$ cat config.mk
export PLATFORM = sky130hd
export DESIGN_NAME = spi_mem_ctrl_flat
export DESIGN_NICKNAME = d
export VERILOG_FILES = /design/src/rtl/spi_mem_pkg.sv /design/src/rtl/spi_mem_if.sv /design/src/rtl/spi_mem_ram.sv /design/src/rtl/spi_mem_ctrl.sv /design/src/flat_wrapper.sv
export SDC_FILE = /design/constraint.sdc
export NUM_CORES = 2
export LEC_CHECK = 0
export ABC_AREA = 1
export CAP_MARGIN = 15
export CELL_PAD_IN_SITES_DETAIL_PLACEMENT = 1
export CELL_PAD_IN_SITES_GLOBAL_PLACEMENT = 2
export CORE_MARGIN = 2
export CORE_UTILIZATION = 44
export CTS_CLUSTER_SIZE = 25
export DETAILED_ROUTE_END_ITERATION = 7
export HOLD_SLACK_MARGIN = 0.12
export PLACE_DENSITY = 0.89
export RECOVER_POWER = 25
export SLEW_MARGIN = 5
export SYNTH_ARGS = -nofsm -noshare
export SYNTH_HDL_FRONTEND = slang
export SYNTH_HIERARCHICAL = 1
export SYNTH_SLANG_ARGS = --single-unit
$ cat constraint.sdc
create_clock -name clk -period 3.1 [get_ports clk]
set_clock_uncertainty 0.15 [all_clocks]
set_input_delay 0.465 -clock clk [delete_from_list [all_inputs] [get_ports clk]]
set_output_delay 0.465 -clock clk [all_outputs]
set_load 0.03 [all_outputs]
$ cat src/rtl/spi_mem_pkg.sv
// Shared opcodes, FSM state encoding and default sizing for the SPI memory controller.
package spi_mem_pkg;

  localparam int DEFAULT_ADDR_SIZE = 8;

  localparam logic [1:0] CMD_WR_ADDR = 2'b00;
  localparam logic [1:0] CMD_WR_DATA = 2'b01;
  localparam logic [1:0] CMD_RD_ADDR = 2'b10;
  localparam logic [1:0] CMD_RD_DATA = 2'b11;

  typedef enum logic [1:0] {
    IDLE    = 2'b00,
    RD_WAIT = 2'b01,
    RD_RESP = 2'b10
  } state_t;

endpackage

$ cat src/rtl/spi_mem_if.sv
// Parallel word interface between the SPI slave (master modport) and the memory controller (slave modport).
interface spi_mem_if;

  logic [9:0] rx_data;
  logic       rx_valid;
  logic [7:0] tx_data;
  logic       tx_valid;
  logic       cmd_err;

  modport master (
    output rx_data, rx_valid,
    input  tx_data, tx_valid, cmd_err
  );

  modport slave (
    input  rx_data, rx_valid,
    output tx_data, tx_valid, cmd_err
  );

endinterface

$ cat src/rtl/spi_mem_ram.sv
// Single-port synchronous RAM: registered read, write-first, contents never reset.
module spi_mem_ram
  import spi_mem_pkg::*;
#(
  parameter int ADDR_SIZE = DEFAULT_ADDR_SIZE,
  parameter int MEM_DEPTH = 2 ** ADDR_SIZE
) (
  input  logic                 clk,
  input  logic                 we,
  input  logic [ADDR_SIZE-1:0] addr,
  input  logic [7:0]           din,
  output logic [7:0]           dout
);

  logic [7:0] mem [MEM_DEPTH];

  // A write also presents the new data on dout so a same-address read sees it.
  always_ff @(posedge clk) begin
    if (we) begin
      mem[addr] <= din;
      dout      <= din;
    end else begin
      dout <= mem[addr];
    end
  end

endmodule

$ cat src/rtl/spi_mem_ctrl.sv
// Decodes 10-bit SPI words into RAM commands and returns read data.
// Optional SPI_MEM_AUTO_INC_EN: address registers post-increment after each write/read.
module spi_mem_ctrl
  import spi_mem_pkg::*;
#(
  parameter int ADDR_SIZE = DEFAULT_ADDR_SIZE,
  parameter int MEM_DEPTH = 2 ** ADDR_SIZE
) (
  input logic      clk,
  input logic      rst_n,
  spi_mem_if.slave bus
);

  state_t               state;
  state_t               next_state;
  logic [ADDR_SIZE-1:0] wr_addr;
  logic [ADDR_SIZE-1:0] rd_addr;
  logic [ADDR_SIZE-1:0] ram_addr;
  logic [7:0]           ram_dout;
  logic                 ram_we;
  logic                 cmd_accept;
  logic                 cmd_reject;
  logic                 load_tx;
  logic [1:0]           opcode;
  logic [ADDR_SIZE-1:0] payload_addr;
  logic [7:0]           payload;

  assign opcode       = bus.rx_data[9:8];
  assign payload      = bus.rx_data[7:0];
  assign payload_addr = bus.rx_data[ADDR_SIZE-1:0];

  always_ff @(posedge clk or negedge rst_n) begin
    if (!rst_n) begin
      state <= IDLE;
    end else begin
      state <= next_state;
    end
  end

  always_comb begin
    next_state = IDLE;
    case (state)
      IDLE:    next_state = (cmd_accept && opcode == CMD_RD_DATA) ? RD_WAIT : IDLE;
      RD_WAIT: next_state = RD_RESP;
      RD_RESP: next_state = IDLE;
      default: next_state = IDLE;
    endcase
  end

  // Commands are only honoured in IDLE, so RAM writes and reads can never collide.
  always_comb begin
    cmd_accept   = bus.rx_valid && (state == IDLE);
    cmd_reject   = bus.rx_valid && (state != IDLE);
    ram_we       = cmd_accept && (opcode == CMD_WR_DATA);
    ram_addr     = ram_we ? wr_addr : rd_addr;
    load_tx      = (state == RD_WAIT);
    bus.tx_valid = (state == RD_RESP);
  end

  always_ff @(posedge clk or negedge rst_n) begin
    if (!rst_n) begin
      wr_addr     <= '0;
      rd_addr     <= '0;
      bus.tx_data <= '0;
      bus.cmd_err <= 1'b0;
    end else begin
      bus.cmd_err <= cmd_reject;
      if (load_tx) begin
        bus.tx_data <= ram_dout;
      end
      if (cmd_accept && opcode == CMD_WR_ADDR) begin
        wr_addr <= payload_addr;
      end
`ifdef SPI_MEM_AUTO_INC_EN
      else if (ram_we) begin
        wr_addr <= wr_addr + ADDR_SIZE'(1);
      end
`endif
      if (cmd_accept && opcode == CMD_RD_ADDR) begin
        rd_addr <= payload_addr;
      end
`ifdef SPI_MEM_AUTO_INC_EN
      else if (load_tx) begin
        rd_addr <= rd_addr + ADDR_SIZE'(1);
      end
`endif
    end
  end

  spi_mem_ram #(
    .ADDR_SIZE (ADDR_SIZE),
    .MEM_DEPTH (MEM_DEPTH)
  ) u_ram (
    .clk  (clk),
    .we   (ram_we),
    .addr (ram_addr),
    .din  (payload),
    .dout (ram_dout)
  );

endmodule

$ cat src/flat_wrapper.sv
// flat-port wrapper written by rule: the top's interface ports become plain ports
module spi_mem_ctrl_flat import spi_mem_pkg::*;
#(
  parameter int ADDR_SIZE = DEFAULT_ADDR_SIZE,
  parameter int MEM_DEPTH = 2 ** ADDR_SIZE
)
  (clk, rst_n, bus_rx_data, bus_rx_valid, bus_tx_data, bus_tx_valid, bus_cmd_err);
  spi_mem_if bus_i ();
  input logic clk;
  input logic rst_n;
  input wire logic [$bits(bus_i.rx_data)-1:0] bus_rx_data;
  input wire logic [$bits(bus_i.rx_valid)-1:0] bus_rx_valid;
  output wire logic [$bits(bus_i.tx_data)-1:0] bus_tx_data;
  output wire logic [$bits(bus_i.tx_valid)-1:0] bus_tx_valid;
  output wire logic [$bits(bus_i.cmd_err)-1:0] bus_cmd_err;
  assign bus_i.rx_data = bus_rx_data;
  assign bus_i.rx_valid = bus_rx_valid;
  assign bus_tx_data = bus_i.tx_data;
  assign bus_tx_valid = bus_i.tx_valid;
  assign bus_cmd_err = bus_i.cmd_err;
  spi_mem_ctrl #(.ADDR_SIZE(ADDR_SIZE), .MEM_DEPTH(MEM_DEPTH)) u_core (.clk(clk), .rst_n(rst_n), .bus(bus_i));
endmodule
# Word-level counts from Yosys, hierarchy flattened
# Memories as Yosys holds them, arrays and structs flattened. A register that Yosys moved wholly into a read port is not among the register bits.
# Index checks and enable logic that the tools add are counted.
# word_totals
ff_bits	27
ram_bits	2048
inputBits	13
out_inout_bits	10
elab_cells	25
mem_count	1
# op_classes
eq_ne	5
mux	5
n_reduce_logical	9
# memory_table
memory	depth	width	read_ports	rd_clocked_by_memory_dff	wr	line_no	source
u_core.u_ram.mem	256	8	1	1	1	spi_mem_ram.sv:15	logic [7:0] mem [MEM_DEPTH];
# op_table
operator	n
8-bit two-way mux	1
2-bit equality test, second input constant	3
1-bit logical AND	6
2-bit by 1-bit equality test with 1-bit output, second input constant	2
2-bit zero test	2
2-bit one-hot mux with 2 select lines	1
1-bit two-way mux	3
2-bit nonzero test	1

# Longest topological paths before layout
# logic_depth
depth_word	5
ltp_mapped	17
depth_no_buf	13

# By module
# Netlist, hierarchy kept.
# by_module_without_submodules
mod	instances	cells_each	area_each_um2
spi_mem_ram	1	7003	83396.2
spi_mem_ctrl	1	147	1243.7

# Worst setup path after synthesis
# OpenSTA, ideal clock, no wires.
# synth_path
path_kind	reg-to-reg
from	register u_core.state[0]
to	memory u_core.u_ram.mem[150][0] (enable)
setup_time_ns	0.370
arrival_time_ns	2.117
required_time_ns	2.580
path_slack_ns	0.463
stages_incl_launch_ff	11
period_less_slack_ns	2.637
path_cell_list	dfrtp_1 > nor2_2 > buf_4 > buf_4 > nand4_1 > nand2_1 > inv_1 > nor2_1 > nand3_1 > clkbuf_1 > nor2_1
# synth_lines
element	line_no	source
from (decl)	spi_mem_ctrl.sv:14	state_t state;
from (signal assigned)	spi_mem_ctrl.sv:36	state <= next_state;
2-bit zero test	spi_mem_ctrl.sv:52	cmd_accept = bus.rx_valid && (state == IDLE);
1-bit logical AND	spi_mem_ctrl.sv:52	
1-bit logical AND	spi_mem_ctrl.sv:54	ram_we = cmd_accept && (opcode == CMD_WR_DATA);
8-bit two-way mux	spi_mem_ctrl.sv:55	ram_addr = ram_we ? wr_addr : rd_addr;
named net u_core.ram_addr[4]	spi_mem_ctrl.sv:18	logic [ADDR_SIZE-1:0] ram_addr;
to (decl)	spi_mem_ram.sv:15	
# The timed path passes the listed nets, and every way through them passes these cells.

==> results.json <==
{
  "crit_path_max_fanout": 42,
  "yosysSeqAreaShare_pct": 73.6,
  "insertion_delay_ps": 890,
  "core-area_um2": 191000,
  "place.gp.congestion": 0.876,
  "powerDensity_nw_per_um2": 711,
  "htree_levels": 4,
  "rows": 160,
  "outcome": "finished with violations",
  "grt-ovfl-total": 0,
  "cts_buffers": 209,
  "finalSetupViolations": 0,
  "hp-start": "bus_rx_data[8]",
  "syn_area_um2": 84600,
  "hpwl_mm": 169,
  "fin_setup_tns_ps": 0,
  "synth_compound_area_share_pct": 0,
  "path_class": "reg -> reg",
  "clockBufferDepth": 3,
  "postSynthAreaPerCell_um2": 11.8,
  "synth_area_leader_cell": "edfxtp_1",
  "startpoint_type": "flip-flop",
  "root_buffer": "clkbuf_16",
  "clkTransAtPathRegs_ps": 60,
  "cts.sinks": 2083,
  "tightestPinTransition_ps": 2540,
  "area_delta_synth_final_pct": 14.8,
  "final_core_util_pct": 51.0,
  "finalHoldViolCount": 0,
  "grt_max_degree": 138,
  "p_clk_share_pct": 35.9,
  "first_global_vias": 61861,
  "viasPerCell": 5.86,
  "fin_ws_ps": 46.5,
  "start_util_pct": 44.4,
  "ys_warn_count": 6,
  "die_w_um": 443,
  "swShare_pct": 29.5,
  "synth.top_cell.area_share_pct": 72.7,
  "fin_crit_ps": 3050,
  "synthesis.nets": 7163,
  "p_comb_share_pct": 18.9,
  "p_leak_nw": 34.2,
  "synth_mux_area_share_pct": 0,
  "detail_route.wl_per_cell_um": 26.8,
  "critical_path_required_ps": 3710,
  "violations": "capacitance limit, slew limit",
  "grt.total_usage_pct": 27.2,
  "first_iter_violations": 6583,
  "antenna_found_initial": 3,
  "synth.area.top_cells": "edfxtp_1, nand3_1, nand2_1, buf_2, nor2_1",
  "seqPwrFrac_pct": 45.2,
  "io_buffers": 22,
  "drc": 0,
  "ios": 23,
  "synth_top_family_by_area": "simple AND/OR/NAND/NOR gates",
  "ant_nets": 0,
  "relSlewSlack_pct": -69.3,
  "synth_xor_area_share_pct": 0,
  "synth_simple_gate_area_share_pct": 23.2,
  "ys_types": 21,
  "p_int_mw": 48.7,
  "ys_ff_latch": 2083,
  "nNetsFinal": 7342,
  "crit_arrival_ps": 3670,
  "firstDrtPassIters": 5,
  "fp.dieArea_um2": 196000,
  "fin_area_um2": 97200,
  "die_y_um": 443,
  "wirelength_mm": 269,
  "yosys.area_share.adder_pct": 0,
  "period_share_pct": 98.5,
  "vdd_ir_drop_max_mv": 0.669,
  "drv_slew": 422,
  "placed_area_um2": 90400,
  "cts_tree": "done",
  "grt_pass1_wl_mm": 398,
  "endpoint_kind": "flip-flop",
  "rrSetupSlack_ps": 50,
  "netlist_instances": 7150,
  "totalPowerFinal_mw": 69.1,
  "p_switching_mw": 20.4,
  "hold_path.class": "in -> reg",
  "fmax_mhz": 327,
  "pre_cts_ws_ps": -588,
  "drv_cap": 9,
  "drive_above_1_share_pct": 11.2,
  "vias": 58661
}
## repair_timing
action                                 4_1_cts  5_1_grt
hold buffers                                 9        0
setup endpoints to repair                  311     1267
resized for setup                           33       91
endpoints found under the hold margin      683        0
buffers inserted                             0        1
gates cloned                                 0        2
## area by class of cell
cell class / count / area [um^2]
antenna: 3 / 7.51
clock buffer: 257 / 5500
clock inverter: 127 / 1120
fill: 19511 / 93400
inverter: 45 / 213
multi-input combinational: 4533 / 20000
sequential: 2083 / 62400
tap: 2511 / 3140
timing repair buffer: 456 / 4870
timing repair inverter: 1 / 11.3
## logic make-up (layout without fill, tap and decap cells)
group,after synthesis,count (layout)
DFF,2083,2083
and+or+nand+nor,4533,4533
buffers and inverters,534,886
other,0,3
## synthesized netlist by cell type (all sizes together)
cell,instances
nand3,2023
clkinv,1
nor2,290
dfrtp,27
clkbuf,112
buf,377
dfxtp,8
edfxtp,2048
nand4,24
nand2,2196
inv,44
## critical path, stage by stage, from the launching register on
cell	delay [ps]
dfxtp_4	420
buf_12	250
buf_4	350
nand3_1	180
nand3_1	140
nand3_1	130
nand3_1	170
nand3_1	280
nand3_1	230
nand2_1	210
nand2_1	130
nand2_1	110
nand2_1	90
nand2_1	60
## flip-flops by register name (all words and copies together), names as in the netlist, named ones only
signal,flops
u_core/wr_addr,8
u_core/u_ram/mem,2048
u_core/rd_addr,8
u_core/bus.tx_data,8
u_core/bus.cmd_err,1
u_core/state,2
## metrics by stage
step,hold WS [ps],std cells
after CTS,177,10010
after global routing,211,10013
after floorplan,19.4,7150
after detailed placement,326,9617
final,207,10016
after global placement,321,9617
## power groups by stage
stage                     Clock, mW  Sequential, mW  Combinational (mW)
final                          24.8            31.2                13.1
after global routing           26.1            31.2                14.0
after CTS                      25.1            31.2                12.8
after detailed placement          0            31.8                12.7
after global placement            0            31.8                12.3
after floorplan                   0            31.8                7.41
## layout by cell type (no fill, tap or decap), types with 4 or more instances in the layout
cell                n
bufinv_16          18
clkbuf_1           53
buf_12            105
inv_6               7
nand3_1          2016
buf_16              6
dfxtp_4             4
nand4_1            24
clkinv_1           55
clkdlybuf4s50_1    13
nand3_2             7
clkinv_2           39
edfxtp_1         2048
nor2_4              9
dfrtp_1            27
clkbuf_2           13
nand2_2             6
clkinv_8            4
inv_1              38
buf_4             288
nor2_2             97
dlygate4sd3_1      10
nand2_1          2190
clkbuf_4            5
inv_8               4
nor2_1            184
clkbuf_16         214
## worst paths after layout
| path | end | cells past startpoint |
|---|---|---|
| max in group asynchronous | u_core/rd_addr[7]$_DFFE_PN0P_ | 3 |
| min in group asynchronous | u_core/bus.tx_data[3]$_DFFE_PN0N_ | 3 |
| worst max-delay path | u_core/bus.tx_data[2]$_DFFE_PN0N_ | 13 |
| worst max register to register | u_core/bus.tx_data[2]$_DFFE_PN0N_ | 13 |
| worst min register to register | u_core/bus.tx_data[6]$_DFFE_PN0N_ | 2 |
| worst min-delay path | u_core/state[0]$_DFF_PN0_ | 4 |
## metal layers
metal / global-route usage [%] / part of all wire (%) / wire length, um
met2: 45.6 / 49 / 131000
met3: 4.39 / 7.3 / 19500
met4: 11.4 / 4.3 / 11700
met5: 0 / 0.010 / 28
met1: 35.1 / 39 / 106000
(Power assumes the default switching activity.)
